`src/rtl/alu_operand_issue.sv`:
```
// -----------------------------------------------------------------------------
// alu_operand_issue
//
// This is the issue stage that sits just ahead of the execute ALU. It registers
// the opcode and both operands. Data_2 is taken either from the register source
// or from the immediate. The stage holds these values stable until the
// downstream consumer accepts them, using a valid/ready handshake.
//
// DIV (3) and MOD (4) feed a combinational divider. For these opcodes the stage
// keeps the operands stable for DIV_WAIT_CYCLES cycles before it raises
// Out_Valid.
//
// Optional build macro: DIV_ZERO_TRAP_EN
//   When it is defined, a DIV/MOD whose selected Data_2 is zero issues as a NOP
//   (17). That op skips the settle wait and sets the sticky Div_Zero flag.
//
// Parameters:
//   DIV_WAIT_CYCLES  number of cycles before valid for ops 3/4 (1..15, 1 = no wait)
//   CNT_W            width of the Issue_Count counter
//
// Ports:
//   Clock, Reset       rising-edge clock, synchronous active-high reset
//   In_Valid/In_Ready  upstream handshake
//   In_ALU_Op          opcode (5 bits)
//   In_Data_1/2, Imm   operands and immediate (32 bits)
//   Imm_Sel            1 selects Imm for Data_2
//   Out_Valid/Out_Ready downstream handshake
//   ALU_Op, Data_1, Data_2  registered outputs to the ALU
//   Busy               stage holds an op that has not been consumed
//   Issue_Count        count of completed output handshakes (wraps)
//   Div_Zero           sticky divide-by-zero flag (DIV_ZERO_TRAP_EN only)
// -----------------------------------------------------------------------------
module alu_operand_issue #(
    parameter int DIV_WAIT_CYCLES = 4,
    parameter int CNT_W           = 16
) (
    input  logic             Clock,
    input  logic             Reset,
    input  logic             In_Valid,
    output logic             In_Ready,
    input  logic [4:0]       In_ALU_Op,
    input  logic [31:0]      In_Data_1,
    input  logic [31:0]      In_Data_2,
    input  logic             Imm_Sel,
    input  logic [31:0]      Imm,
    output logic             Out_Valid,
    input  logic             Out_Ready,
    output logic [4:0]       ALU_Op,
    output logic [31:0]      Data_1,
    output logic [31:0]      Data_2,
    output logic             Busy,
    output logic [CNT_W-1:0] Issue_Count
`ifdef DIV_ZERO_TRAP_EN
    ,
    output logic             Div_Zero
`endif
);

    localparam logic [4:0] OP_DIV = 5'd3;
    localparam logic [4:0] OP_MOD = 5'd4;
    localparam logic [4:0] OP_NOP = 5'd17;

    // The wait counter is loaded with DIV_WAIT_CYCLES-1. HOLD is entered on the
    // edge where the counter leaves 1. As a result, Out_Valid rises exactly
    // DIV_WAIT_CYCLES cycles after the accept edge.
    localparam int         WAIT_INIT_I = (DIV_WAIT_CYCLES > 1) ? DIV_WAIT_CYCLES - 1 : 0;
    localparam logic [3:0] WAIT_INIT   = 4'(WAIT_INIT_I);
    localparam logic       HAS_WAIT    = (DIV_WAIT_CYCLES > 1);

    typedef enum logic [1:0] {
        IDLE   = 2'd0,
        SETTLE = 2'd1,
        HOLD   = 2'd2
    } state_t;

    state_t           r_state;
    state_t           w_state_next;
    logic [3:0]       r_wait;
    logic [3:0]       w_wait_next;
    logic [4:0]       r_op;
    logic [31:0]      r_d1;
    logic [31:0]      r_d2;
    logic [CNT_W-1:0] r_cnt;

    logic             w_accept;
    logic             w_load;
    logic             w_fire;
    logic [31:0]      w_sel_d2;
    logic             w_is_div;
    logic             w_trap;
    logic             w_to_settle;
    logic [4:0]       w_load_op;

    // In_Ready depends only on the state and Out_Ready. It never depends on
    // In_Valid, which keeps the upstream path free of combinational loops.
    assign In_Ready  = !Reset && ((r_state == IDLE) || ((r_state == HOLD) && Out_Ready));
    assign w_accept  = In_Valid && In_Ready;
    assign w_sel_d2  = Imm_Sel ? Imm : In_Data_2;
    assign w_is_div  = (In_ALU_Op == OP_DIV) || (In_ALU_Op == OP_MOD);

`ifdef DIV_ZERO_TRAP_EN
    logic r_div_zero;
    assign w_trap   = w_is_div && (w_sel_d2 == 32'd0);
    assign Div_Zero = r_div_zero;
`else
    assign w_trap   = 1'b0;
`endif

    // A trapped divide becomes a NOP. A NOP has nothing to settle.
    assign w_load_op   = w_trap ? OP_NOP : In_ALU_Op;
    assign w_to_settle = w_is_div && !w_trap && HAS_WAIT;

    always_comb begin
        w_state_next = r_state;
        w_wait_next  = r_wait;
        w_load       = 1'b0;
        w_fire       = 1'b0;
        case (r_state)
            IDLE: begin
                if (w_accept) begin
                    w_load       = 1'b1;
                    w_state_next = w_to_settle ? SETTLE : HOLD;
                    w_wait_next  = w_to_settle ? WAIT_INIT : 4'd0;
                end
            end
            SETTLE: begin
                // Out_Ready is deliberately ignored here.
                if (r_wait <= 4'd1) begin
                    w_state_next = HOLD;
                    w_wait_next  = 4'd0;
                end else begin
                    w_wait_next  = r_wait - 4'd1;
                end
            end
            HOLD: begin
                if (Out_Ready) begin
                    w_fire = 1'b1;
                    if (w_accept) begin
                        w_load       = 1'b1;
                        w_state_next = w_to_settle ? SETTLE : HOLD;
                        w_wait_next  = w_to_settle ? WAIT_INIT : 4'd0;
                    end else begin
                        w_state_next = IDLE;
                    end
                end
            end
            default: begin
                w_state_next = IDLE;
                w_wait_next  = 4'd0;
            end
        endcase
    end

    always_ff @(posedge Clock) begin
        if (Reset) begin
            r_state <= IDLE;
            r_wait  <= 4'd0;
            r_op    <= OP_NOP;
            r_d1    <= 32'd0;
            r_d2    <= 32'd0;
            r_cnt   <= '0;
        end else begin
            r_state <= w_state_next;
            r_wait  <= w_wait_next;
            if (w_load) begin
                r_op <= w_load_op;
                r_d1 <= In_Data_1;
                r_d2 <= w_sel_d2;
            end
            if (w_fire) begin
                r_cnt <= r_cnt + CNT_W'(1);
            end
        end
    end

`ifdef DIV_ZERO_TRAP_EN
    always_ff @(posedge Clock) begin
        if (Reset) begin
            r_div_zero <= 1'b0;
        end else if (w_load && w_trap) begin
            r_div_zero <= 1'b1;
        end
    end
`endif

    assign Out_Valid   = (r_state == HOLD);
    assign Busy        = (r_state != IDLE);
    assign ALU_Op      = r_op;
    assign Data_1      = r_d1;
    assign Data_2      = r_d2;
    assign Issue_Count = r_cnt;

endmodule

```
`config.mk`:
```
export PLATFORM = sky130hd
export DESIGN_NAME = alu_operand_issue
export DESIGN_NICKNAME = d
export VERILOG_FILES = /design/src/rtl/alu_operand_issue.sv
export SDC_FILE = /design/constraint.sdc
export NUM_CORES = 1
export LEC_CHECK = 0
export ABC_AREA = 1
export CORE_UTILIZATION = 40
export DETAILED_ROUTE_END_ITERATION = 10
export PLACE_DENSITY = 0.9
export SYNTH_ARGS = -nofsm -noshare
export SYNTH_HDL_FRONTEND = slang
export SYNTH_SLANG_ARGS = --single-unit
```
`constraint.sdc`:
```
create_clock -name Clock -period 1.55 [get_ports Clock]
set_input_delay 0.31 -clock Clock [delete_from_list [all_inputs] [get_ports Clock]]
set_output_delay 0.31 -clock Clock [all_outputs]
set_load 0.02 [all_outputs]
```
==> impl_results.md <==
- Final worst-path cycle share: 0.949
- Max-slew headroom: 0.731
- Area after DPL: 5930 µm²
- WP buf/inv: 2
- Cell Count Post-Placement: 792
- CORE AREA: 9280 µm²
- Clock Skew: 0.00979 ns
- Yosys reg bits: 91
- Final cell count without fillers: 808
- Clk slew on worst S/H paths: 0.08 ns
- Post-CTS setup buffer count: 0
- Final #Nets: 783
- HPWL Detailed: 8.44 mm
- Vias in the first global route: 3846
- Multi-input gate area: 1760 µm²
- Worst Hold Depth: 3
- Fmax: 680 MHz
- First DRT Iteration DRCs: 96
- Synthesis-to-layout area growth: 57.1%
- Slew Viols, Final: 0
- Power, Total: 5.15 mW
- Sequential cell area: 1830 µm²
- Hold Crit Class: input port to register
- Yosys warning count: 0
- GR Overflow Total: 0
- Worst reg-to-reg path cell count: 8
- TritonCTS buffer count: 9
- Outcome: completed
- Die Wd: 100 µm
- Min Tclk post-route: 1.47 ns
- Synthesized area: 3840 µm²
- Synth Area in Simple Gates: 0.181
- Global placement routability congestion: 0.862
- Diode count: 0
- Crit Path Class: register to primary output
- Row count: 35
- Pwr/cell area: 855 nW/µm²
- H-tree Lvls: 3
- I/O pins: 194
- Synth Area in Adders: 0.00978
- # setup viols final: 0
- WHS Endpoint: r_wait[0]
- CP peak stage delay: 0.36 ns
- Mux cell area share after synthesis: 0.0834
- Avg Cell Area, Syn: 8.00 µm²
- Critical path's top delay family: flip-flops
- CTS tree: yes
- Die Ht: 100 µm
- Fill cell total of the finished layout: 818
- First-pass GRT wire length: 17.5 mm
- Final Hold Fails: 0
- Max-cap check violation count: 0
- Hold Path Origin: Reset
- Clk root buf: clkbuf_8
- Synth Area in Compound Gates: 0.176
- CP Data Arrival Time: 1.16 ns
- Slowest CP cell: dfxtp_1
- Initial Utilization: 0.414
- Worst Tran Pin Value: 0.403 ns
- Synth unique cells: 28
- Layout cell share with drive strength beyond 1: 0.0839
- Drt first pass iters: 6
- Seq/Total Area, Yosys: 0.474
- Finished Cell Area: 6030 µm²
- R2r startpoint: r_state[1]
- PortBufs: 193
- Synth Area in XOR/XNOR: 0.00228
- Drt via density: 4.90
- Clk buf depth: 2
- Mapped Nets: 589
- Crit path max fanout: 3
- Reg2Reg Setup Slack: 0.10 ns
- Final hold slack: 0.290 ns
- RSZ-0062 raised after global routing: false
- Clk_lat worst skew: 0.35 ns
- WL per Instance: 13.6 µm
- CP Launch Type: register
- Cell Chain, Critical Path: inv_2 > nand3_4 > a21oi_1 > buf_4
- Final ANT Viol Nets: 0
- Main combinational cell family by area after synthesis: simple AND/OR/NAND/NOR gates
- Drt drc: 0
- WL final: 11.0 mm
- Commonest cells after routing, fill and taps aside: 112 x nand2_1, 102 x clkdlybuf4s50_1, 87 x dfxtp_1
- Die area: 10000 µm²
- Max IR drop VDD: 0.708 mV
- Initial antenna violation count: 0
- CP endpoint kind: primary output
- Largest net degree at the start of global routing: 54
- Most common cell after layout, fill and taps aside: nand2_1
- Leakage: 2.74 nW
- Gr usage total: 0.221
- Critical Path RT: 1.24 ns
- Syn Inst Count: 480
- Capture point of the worst reg-to-reg path: r_wait[3]
- Via count: 3962
- CTS Sinks: 91
-- worst min-delay path, cell delays in order --
cell	delay, ns
buf_2	0.09
buf_4	0.15
a21oi_1	0.04
-- metal layers --
layer	part of all wire	track usage	wire, µm
met5	0	0	0
met3	0.070	0.0585	770
met2	0.52	0.404	5720
met1	0.39	0.241	4300
met4	0.018	0.0914	193
-- layout make-up --
type / count / share of cell area
Clock buffer: 11 / 0.0218
Multi-Input combinational cell: 333 / 0.291
Timing Repair Buffer: 213 / 0.330
Inverter: 26 / 0.0162
Clock inverter: 5 / 0.0104
Sequential cell: 91 / 0.303
Tap cell: 129 / 0.0268
-- how the worst max path moves through the flow --
stage / startpoint / endpoint / cells past startpoint
floorplan: Issue_Count[0] / Issue_Count[12] / 8
global placement: Out_Ready / In_Ready / 4
detailed placement: Out_Ready / In_Ready / 4
CTS: r_state[1] / In_Ready / 4
global route: r_state[1] / Data_2[31] / 7
finish: r_state[0] / In_Ready / 4
-- cell families after synthesis --
kind of cell / after synthesis
buffers and inverters: 56
AO/OA/AOI/OAI: 132
AND/OR/NAND/NOR: 165
multiplexers: 32
XOR/XNOR: 1
adder cells (fa/ha/maj): 3
flip-flops: 91
-- registers in the layout, summed over array words and instances (netlist names) --
| register | flops |
|---|---|
| Data_2 | 32 |
| ALU_Op | 5 |
| Data_1 | 32 |
| r_wait | 4 |
| r_state | 2 |
| Issue_Count | 16 |
-- what timing repair did --
action / in CTS / in global routing
setup endpoints to repair: 88 / 10
resized for setup: 101 / 12
pin swaps: 0 / 3
hold buffers: 0 / 0
-- power by group --
part	leakage (nW)	total [mW]	internal, mW	switching (mW)
sequential	0.746	2.53	2.46	0.0698
clock	0.0901	1.58	0.756	0.819
combinational	1.90	1.05	0.522	0.524
total	2.74	5.15	3.74	1.41
-- cells in the mapped netlist (all sizes together) --
cell type	count	area (µm²)
mux2i	32	320
a21oi	86	434
o21bai	1	7.51
nor3b	1	7.51
xor2	1	8.76
a211oi	2	15.0
nand3	18	108
dfxtp	91	1820
nand2	112	420
inv	26	97.6
nor2	27	121
nor3	4	20.0
nand4	3	18.8
a21boi	1	7.51
clkbuf	9	33.8
o21a	1	7.51
o21ai	41	205
buf	21	148
ha	3	37.5
-- through the flow --
| stage | setup WS [ns] | TNS, ns | utilization |
|---|---|---|---|
| finish | 0.0786 | 0 | 0.650 |
| global route | 0.00165 | 0 | 0.650 |
| CTS | 0.0234 | 0 | 0.647 |
| detailed placement | -0.479 | -21.10 | 0.639 |
| global placement | -0.483 | -16.40 | 0.639 |
| floorplan | 0.0480 | 0 | - |
No activity file was read; power rests on OpenSTA's default activity.
